<file path="src/rtl/sd_spi_xfer_ctrl.sv">
// sd_spi_xfer_ctrl: SPI transfer controller for the MicroSD shift stage (sclk/cs_n, word load/capture, init dummy clocks).
// Optional build macro SPI_CS_HOLD_EN adds a cs_hold input that keeps cs_n asserted between transfers.
`default_nettype none

module sd_spi_xfer_ctrl #(
  parameter int N          = 16,
  parameter int DIV_FAST   = 2,
  parameter int DIV_SLOW   = 64,
  parameter int DUMMY_CLKS = 80
) (
  input  logic         clk,
  input  logic         reset,
  input  logic         init,
  input  logic         start,
  input  logic         slow,
`ifdef SPI_CS_HOLD_EN
  input  logic         cs_hold,
`endif
  input  logic [N-1:0] tx_data,
  output logic [N-1:0] rx_data,
  output logic         busy,
  output logic         done,
  output logic         sclk,
  output logic         cs_n,
  output logic [N-1:0] data_se,
  input  logic [N-1:0] data_re
);

  localparam int DIV_MAX = (DIV_FAST > DIV_SLOW) ? DIV_FAST : DIV_SLOW;
  localparam int DW      = (DIV_MAX > 1) ? $clog2(DIV_MAX) : 1;
  localparam int BW      = $clog2(N + 1);
  localparam int CW      = $clog2(DUMMY_CLKS + 1);

  typedef enum logic [2:0] {
    S_IDLE    = 3'd0,
    S_INIT    = 3'd1,
    S_SETUP   = 3'd2,
    S_XFER    = 3'd3,
    S_CAPTURE = 3'd4,
    S_FINISH  = 3'd5
  } state_t;

  state_t         state_q;
  logic [DW-1:0]  div_q;
  logic [BW-1:0]  bit_q;
  logic [CW-1:0]  dcnt_q;
  logic           slow_q;
  logic           xfer_q;
  logic           sclk_q;
  logic           cs_n_q;
  logic           busy_q;
  logic           done_q;
  logic [N-1:0]   rx_q;
  logic [N-1:0]   se_q;

  logic [DW-1:0]  div_lim;
  logic           div_tc;
  logic           hold_en;

`ifdef SPI_CS_HOLD_EN
  assign hold_en = cs_hold;
`else
  assign hold_en = 1'b0;
`endif

  assign div_lim = slow_q ? DW'(DIV_SLOW - 1) : DW'(DIV_FAST - 1);
  assign div_tc  = (div_q == div_lim);

  always_ff @(posedge clk or negedge reset) begin
    if (!reset) begin
      state_q <= S_IDLE;
      div_q   <= '0;
      bit_q   <= '0;
      dcnt_q  <= '0;
      slow_q  <= 1'b0;
      xfer_q  <= 1'b0;
      sclk_q  <= 1'b0;
      cs_n_q  <= 1'b1;
      busy_q  <= 1'b0;
      done_q  <= 1'b0;
      rx_q    <= '0;
      se_q    <= '1;
    end else begin
      done_q <= 1'b0;
      case (state_q)
        S_IDLE: begin
          div_q  <= '0;
          bit_q  <= '0;
          dcnt_q <= '0;
          if (!hold_en) cs_n_q <= 1'b1;
          // init has priority; a simultaneous start is dropped
          if (init) begin
            slow_q  <= slow;
            xfer_q  <= 1'b0;
            busy_q  <= 1'b1;
            cs_n_q  <= 1'b1;
            se_q    <= '1;
            state_q <= S_INIT;
          end else if (start) begin
            slow_q  <= slow;
            xfer_q  <= 1'b1;
            busy_q  <= 1'b1;
            cs_n_q  <= 1'b0;
            se_q    <= tx_data;
            // card already selected from a held transfer: no setup gap needed
            state_q <= cs_n_q ? S_SETUP : S_XFER;
          end
        end

        S_INIT: begin
          if (div_tc) begin
            div_q <= '0;
            if (sclk_q) begin
              sclk_q <= 1'b0;
              dcnt_q <= dcnt_q + 1'b1;
              if (dcnt_q == CW'(DUMMY_CLKS - 1)) begin
                done_q  <= 1'b1;
                state_q <= S_FINISH;
              end
            end else begin
              sclk_q <= 1'b1;
            end
          end else begin
            div_q <= div_q + 1'b1;
          end
        end

        S_SETUP: begin
          if (div_tc) begin
            div_q   <= '0;
            state_q <= S_XFER;
          end else begin
            div_q <= div_q + 1'b1;
          end
        end

        S_XFER: begin
          if (div_tc) begin
            div_q <= '0;
            if (sclk_q) begin
              sclk_q <= 1'b0;
              bit_q  <= bit_q + 1'b1;
              if (bit_q == BW'(N - 1)) state_q <= S_CAPTURE;
            end else begin
              sclk_q <= 1'b1;
            end
          end else begin
            div_q <= div_q + 1'b1;
          end
        end

        S_CAPTURE: begin
          if (div_tc) begin
            div_q   <= '0;
            rx_q    <= data_re;
            done_q  <= 1'b1;
            state_q <= S_FINISH;
          end else begin
            div_q <= div_q + 1'b1;
          end
        end

        S_FINISH: begin
          busy_q  <= 1'b0;
          bit_q   <= '0;
          se_q    <= '1;
          cs_n_q  <= !(xfer_q && hold_en);
          state_q <= S_IDLE;
        end

        default: begin
          state_q <= S_IDLE;
        end
      endcase
    end
  end

  assign rx_data = rx_q;
  assign busy    = busy_q;
  assign done    = done_q;
  assign sclk    = sclk_q;
  assign cs_n    = cs_n_q;
  assign data_se = se_q;

endmodule

`default_nettype wire

</file>
<file path="config.mk">
export PLATFORM = sky130hd
export DESIGN_NAME = sd_spi_xfer_ctrl
export DESIGN_NICKNAME = d
export VERILOG_FILES = /design/src/rtl/sd_spi_xfer_ctrl.sv
export SDC_FILE = /design/constraint.sdc
export NUM_CORES = 1
export LEC_CHECK = 0
export ABC_AREA = 1
export BUFFER_PORTS_ARGS = -buffer_cell sky130_fd_sc_hd__buf_4
export CORE_AREA = 5 5 102 128
export DETAILED_ROUTE_END_ITERATION = 7
export DIE_AREA = 0 0 107 133
export PLACE_DENSITY = 0.53
export REMOVE_ABC_BUFFERS = 1
export SYNTH_ARGS = -nofsm -noshare
export SYNTH_HDL_FRONTEND = slang
export SYNTH_SLANG_ARGS = --single-unit
</file>
<file path="constraint.sdc">
create_clock -name clk -period 1.32 [get_ports clk]
set_input_delay 0.066 -clock clk [delete_from_list [all_inputs] [get_ports clk]]
set_output_delay 0.066 -clock clk [all_outputs]
set_load 0.05 [all_outputs]
</file>
# After elaboration in Yosys (flattened, before gate mapping)
# Index checks and enable logic that the tools add are counted.
dict set report word_totals {
  n_memories 0
  mem_bits_ro 0
  regBits 58
  latch_bits 0
  ram_bits 0
}
dict set report op_classes {
  eq_ne 17
  multipliers 0
  order_cmp 0
  reduce_logical 16
  div 0
  n_addsub 3
  mux 38
  n_bitwise 0
  n_shift 0
}
# op count
set op_table {}
lappend op_table {{$mux W16} 2}
lappend op_table {{$pmux W16 S2} 1}
lappend op_table {{$mux W3} 10}
lappend op_table {{$ne A2 B2 Y1 const B} 8}
lappend op_table {{$pmux W3 S5} 1}
lappend op_table {{$mux W7} 2}
lappend op_table {{$pmux W7 S2} 1}
lappend op_table {{$mux W1} 12}
lappend op_table {{$mux W6} 2}
lappend op_table {{$pmux W6 S2} 1}
lappend op_table {{$mux W5} 2}
lappend op_table {{$pmux W5 S2} 1}
lappend op_table {{$reduce_bool A2 Y1} 5}
lappend op_table {{$reduce_and A9 Y1} 1}
lappend op_table {{$reduce_and A2 Y1} 4}
lappend op_table {{$add A7 B1 Y7 const B} 1}
lappend op_table {{$eq A7 B7 Y1 const B} 1}
lappend op_table {{$add A6 B1 Y6 const B} 1}
lappend op_table {{$eq A3 B2 Y1 const B} 2}
lappend op_table {{$eq A3 B3 Y1 const B} 2}
lappend op_table {{$eq A6 B6 Y1} 1}
lappend op_table {{$pmux W1 S2} 3}
lappend op_table {{$reduce_and A3 Y1} 2}
lappend op_table {{$add A5 B1 Y5 const B} 1}
lappend op_table {{other kinds (6)} 7}

# Depth between registers and ports, before layout
dict set report logic_depth {
  depth_word 5
  ltp_mapped 10
  ltp_nobuf 9
}

# Worst setup path before layout
# Ideal clock, no wire load.
dict set report synth_timing {
  kind {flip-flop to flip-flop}
  from {register state_q[0]}
  to {register rx_q[0] (netlist: rx_data[0])}
  required_time_ps 1201
  stages_incl_launch_ff 8
  path_buffers 1
  arrival_ps 1220
  path_slack_ps -19
  setup_ps 119
  path_cell_list {dfrtp_1 -> nor2_2 -> nand2_1 -> inv_2 -> nand2_4 -> buf_6 -> nand2_1 -> nand2_1}
}
dict set report synth_via {
  elab_chain_len 2
}
# item line_no
set synth_lines {}
lappend synth_lines {{start, declared} 43} ;# state_t state_q;
lappend synth_lines {{start signal, assigned} 106} ;# state_q <= cs_n_q ? S_SETUP : S_XFER;
lappend synth_lines {{$eq A3 B3 Y1} 85} ;# case (state_q)
lappend synth_lines {{$reduce_and A2 Y1 (no line)} -}
lappend synth_lines {{end signal, assigned} 155} ;# rx_q <= data_re;
lappend synth_lines {{end, declared} 53} ;# logic [N-1:0] rx_q;
# Every way passes these cells.
# A chain may end at the register's enable or synchronous reset.

# Worst setup path after layout
dict set report layout_timing {
  from {register bit_q[0]}
  to {register state_q[0]}
}
dict set report layout_via {
  elab_chain_len 3
}
# item line_no
set layout_lines {}
lappend layout_lines {{start, declared} 45} ;# logic [BW-1:0] bit_q;
lappend layout_lines {{start signal, assigned} 142} ;# bit_q <= bit_q + 1'b1;
lappend layout_lines {{$eq A5 B4 Y1} 143} ;# if (bit_q == BW'(N - 1)) state_q <= S_CAPTURE;
lappend layout_lines {{$ne A2 B2 Y1 (no line)} -}
lappend layout_lines {{$reduce_and A9 Y1 (no line)} -}
# Every way passes these cells.

==> flow_summary.yaml <==
timing:
  drv_slew: 0
  final.setup.worst_slack_ns: -0.0864
  slew_headroom: 0.795
  hold_violations: 0
  finalCritPeriodShare: 1.07
  tightest_slew_ns: 0.307
  max_freq_mhz: 711
  setup_viol: 47
  rsz0062_at_grt: "yes"
  timing.final.crit_period_ns: 1.41
  finClkSkew_ns: 0.00847
layout:
  diodes: 0
  fill_cells: 1169
  post-route-util: 0.400
  final_nets: 531
  final_cells: 636
  syn_to_final_growth_pct: 64.7
  drive_gt1_frac: 0.396
floorplan:
  core_area_um2: 11800
  start_util: 0.243
  fp.dieW_um: 107
  io_pins: 73
  die_area_um2: 14200
  num_rows: 45
  die_h_um: 133
routing:
  drt_iter0_markers: 102
  wirelength_mm: 7.98
  via_per_inst: 4.35
  first_pass_iters: 4
  wire_per_inst_um: 12.6
  num_vias: 2768
  antenna_left: 0
  drc: 0
job:
  cap_viol_max_count: 0
min_path:
  min_path_type: "primary input to flip-flop"
  holdPathStages: 3
power:
  leakage_nw: 2.30
  p_per_area_nw_per_um2: 2460
  peakVddDrop_mv: 1.57
  finalPower_mw: 11.6
global_route:
  gr-total-overflow: 0
  grt_max_degree: 37
  antenna_found_initial: 0
  grt_use_total: 0.113
  first_global_vias: 2833
  grt_pass1_wl_mm: 13.1
setup_path:
  worst_r2r_path_depth: 9
  crit_chain: "ha_2, nand2_2, nor2_2, ha_2, nor2_2, nor2_2, buf_4, nand4_1, nand2_1"
  worstPathRequired_ns: 1.53
  r2r-start: "bit_q[0]$_DFFE_PN0P_"
  arrival_ns: 1.62
  critPathLaunch: "bit_q[0]$_DFFE_PN0P_"
  cpMostUsedCell: "nor2_2"
  worst_setup_path_end_kind: "flip-flop"
  crit_path_max_fanout: 3
  worst_setup_path_start_kind: "flip-flop"
  rrSetupSlack_ns: -0.09
  cp_slowest_cell: "dfrtp_1"
  timing.rr.end: "state_q[0]$_DFFE_PN0P_"
  critPathMaxStageDelay_ns: 0.38
  crit_end: "state_q[0]$_DFFE_PN0P_"
  timing_worst_setup_path_type: "flip-flop to flip-flop"
synth:
  seq_area_frac_synth: 0.513
  async_reset_ff_frac: 1.00
  synthDistinctLibCells: 33
  synth_area_leaders: "dfrtp_1, dfstp_2, nand2_1, nand3_1, nor2_1"
  syn_avg_cell_area_um2: 8.52
  ys_ff_latch: 58
  synth_area_um2: 2870
  yosysTopAreaCellShare: 0.357
  synth_top_cell_by_area: "dfrtp_1"
  synth-main-ff-cell: "dfrtp_1"
  synth_edf_count: 0
  synthCells: 337
  yosysWarningCount: 0
clock_network:
  tritoncts: "yes"
  clk_pin_slew_ns: 0.05
  cts-root-buf: "clkbuf_16"
  cts_max_path_buffers: 2
  cts_sinks: 58
  cts_made_buffers: 9
  insertion_delay_ns: 0.33
  h-tree-depth: 3
run_status:
  status: "complete, but fails checks"
  violations: "setup timing"
placement:
  place_hpwl_mm: 5.43
  port_buffers: 72
  gp_congestion: 0.824
  dpl.cell_count: 580
-- worst min path at each step --
stage	startpoint	end	slack, ns
after floorplan	reset	bit_q[0]$_DFFE_PN0P_	-0.23
after CTS	tx_data[15]	data_se[15]$_DFFE_PN1P_	0.01
after global placement	reset	busy$_DFFE_PN0P_	-0.01
after detailed placement	reset	busy$_DFFE_PN0P_	-0.01
after global routing	tx_data[15]	data_se[15]$_DFFE_PN1P_	0.02
final	tx_data[15]	data_se[15]$_DFFE_PN1P_	0.02
-- critical path: cells and delay by family (launching register included) --
kind | cells | cell delay, ns
buffers and inverters | 1 | 0.14
and+or+nand+nor | 6 | 0.42
adders and majority gates | 2 | 0.36
DFF | 1 | 0.38
-- Yosys cell counts, types with 2 or more instances --
master and count:
nor2_1 45, o21bai_1 2, xnor2_1 3, buf_4 3, ha_1 4, nand2_2 2, nor2_2 2, a21oi_2 5
o21ai_0 7, a21oi_1 11, xor2_1 6, buf_6 3, dfstp_2 17, o22ai_1 2, dfrtp_1 41, nand4_1 4
inv_1 32, inv_2 3, nand3_1 36, nand2_1 90, nand2_4 7
-- repair_timing --
action,CTS,global route
pin swaps,5,7
hold buffers,33,0
endpoints found under the setup margin,51,55
endpoints found under the hold margin,90,0
cloned,0,3
setup buffers,1,3
gates resized for setup,17,21
-- area by class of cell --
type	count	area, µm²	area share
clock inverter	2	35.0	0.00741
inverter	36	150	0.0317
multi-input combinational	238	1350	0.286
tap	141	176	0.0373
sequential	58	1470	0.311
timing repair buffer	147	1270	0.268
clock buffer	14	274	0.0579
-- registers in the layout, indices dropped and copies added (netlist names), 3 cells and up --
register  flops
bit_q         5
data_se      16
dcnt_q        7
div_q         6
rx_data      16
state_q       3
-- cells in the final DEF, fill, tap and decap left out, drive strengths merged, types with 2 or more instances in the layout --
| master | Yosys | layout |
|---|---|---|
| buf | 7 | 113 |
| nand2 | 99 | 101 |
| nor2 | 47 | 47 |
| dfrtp | 41 | 41 |
| nand3 | 37 | 37 |
| inv | 36 | 35 |
| dlygate4sd3 | 0 | 33 |
| dfstp | 17 | 17 |
| a21oi | 16 | 16 |
| clkbuf | 0 | 15 |
| o21ai | 7 | 7 |
| xor2 | 6 | 6 |
| nand4 | 5 | 5 |
| ha | 4 | 4 |
| xnor2 | 3 | 3 |
| o21bai | 2 | 2 |
| o22ai | 2 | 2 |
| clkinv | 0 | 2 |
| nor3 | 2 | 2 |
| nand3b | 2 | 2 |
-- routing by layer --
metal  up-vias  part of all wire  global-route usage
met5         -                 0                   0
li1       1384                 -                   -
met1      1304              0.41               0.131
met2        70              0.51               0.190
met3        10             0.060              0.0439
met4         0             0.014              0.0370
-- kinds of logic (layout without fill, tap and decap cells) --
group / count (synthesis) / after routing / synth area share
AND/OR/NAND/NOR: 194 / 196 / 0.311
buffers and inverters: 43 / 199 / 0.0693
AO/OA/AOI/OAI: 28 / 28 / 0.0584
multiplexers: 1 / 1 / 0.00392
flip-flops: 58 / 58 / 0.513
XOR/XNOR: 9 / 9 / 0.0275
adder cells (fa/ha/maj): 4 / 4 / 0.0174
-- stage by stage --
stage | worst slack [ns] | cell area (µm²) | hold WS [ns] | setup TNS (ns)
6_report | -0.0864 | 4730 | 0.0171 | -1.80
5_1_grt | -0.173 | 4730 | 0.0203 | -6.30
4_1_cts | -0.0838 | 4560 | 0.0129 | -0.179
3_5_place_dp | -0.120 | 3850 | -0.0142 | -2.79
3_3_place_gp | -0.0758 | 3850 | -0.0141 | -1.78
2_1_floorplan | -0.171 | 2810 | -0.230 | -2.48
-- where the power goes --
group,switching [mW],internal [mW],total [mW]
clock,0.779,1.61,2.39
sequential,0.470,2.59,3.06
combinational,3.98,2.20,6.18
total,5.23,6.41,11.6
Note: power is estimated with default switching activity, not from simulation.
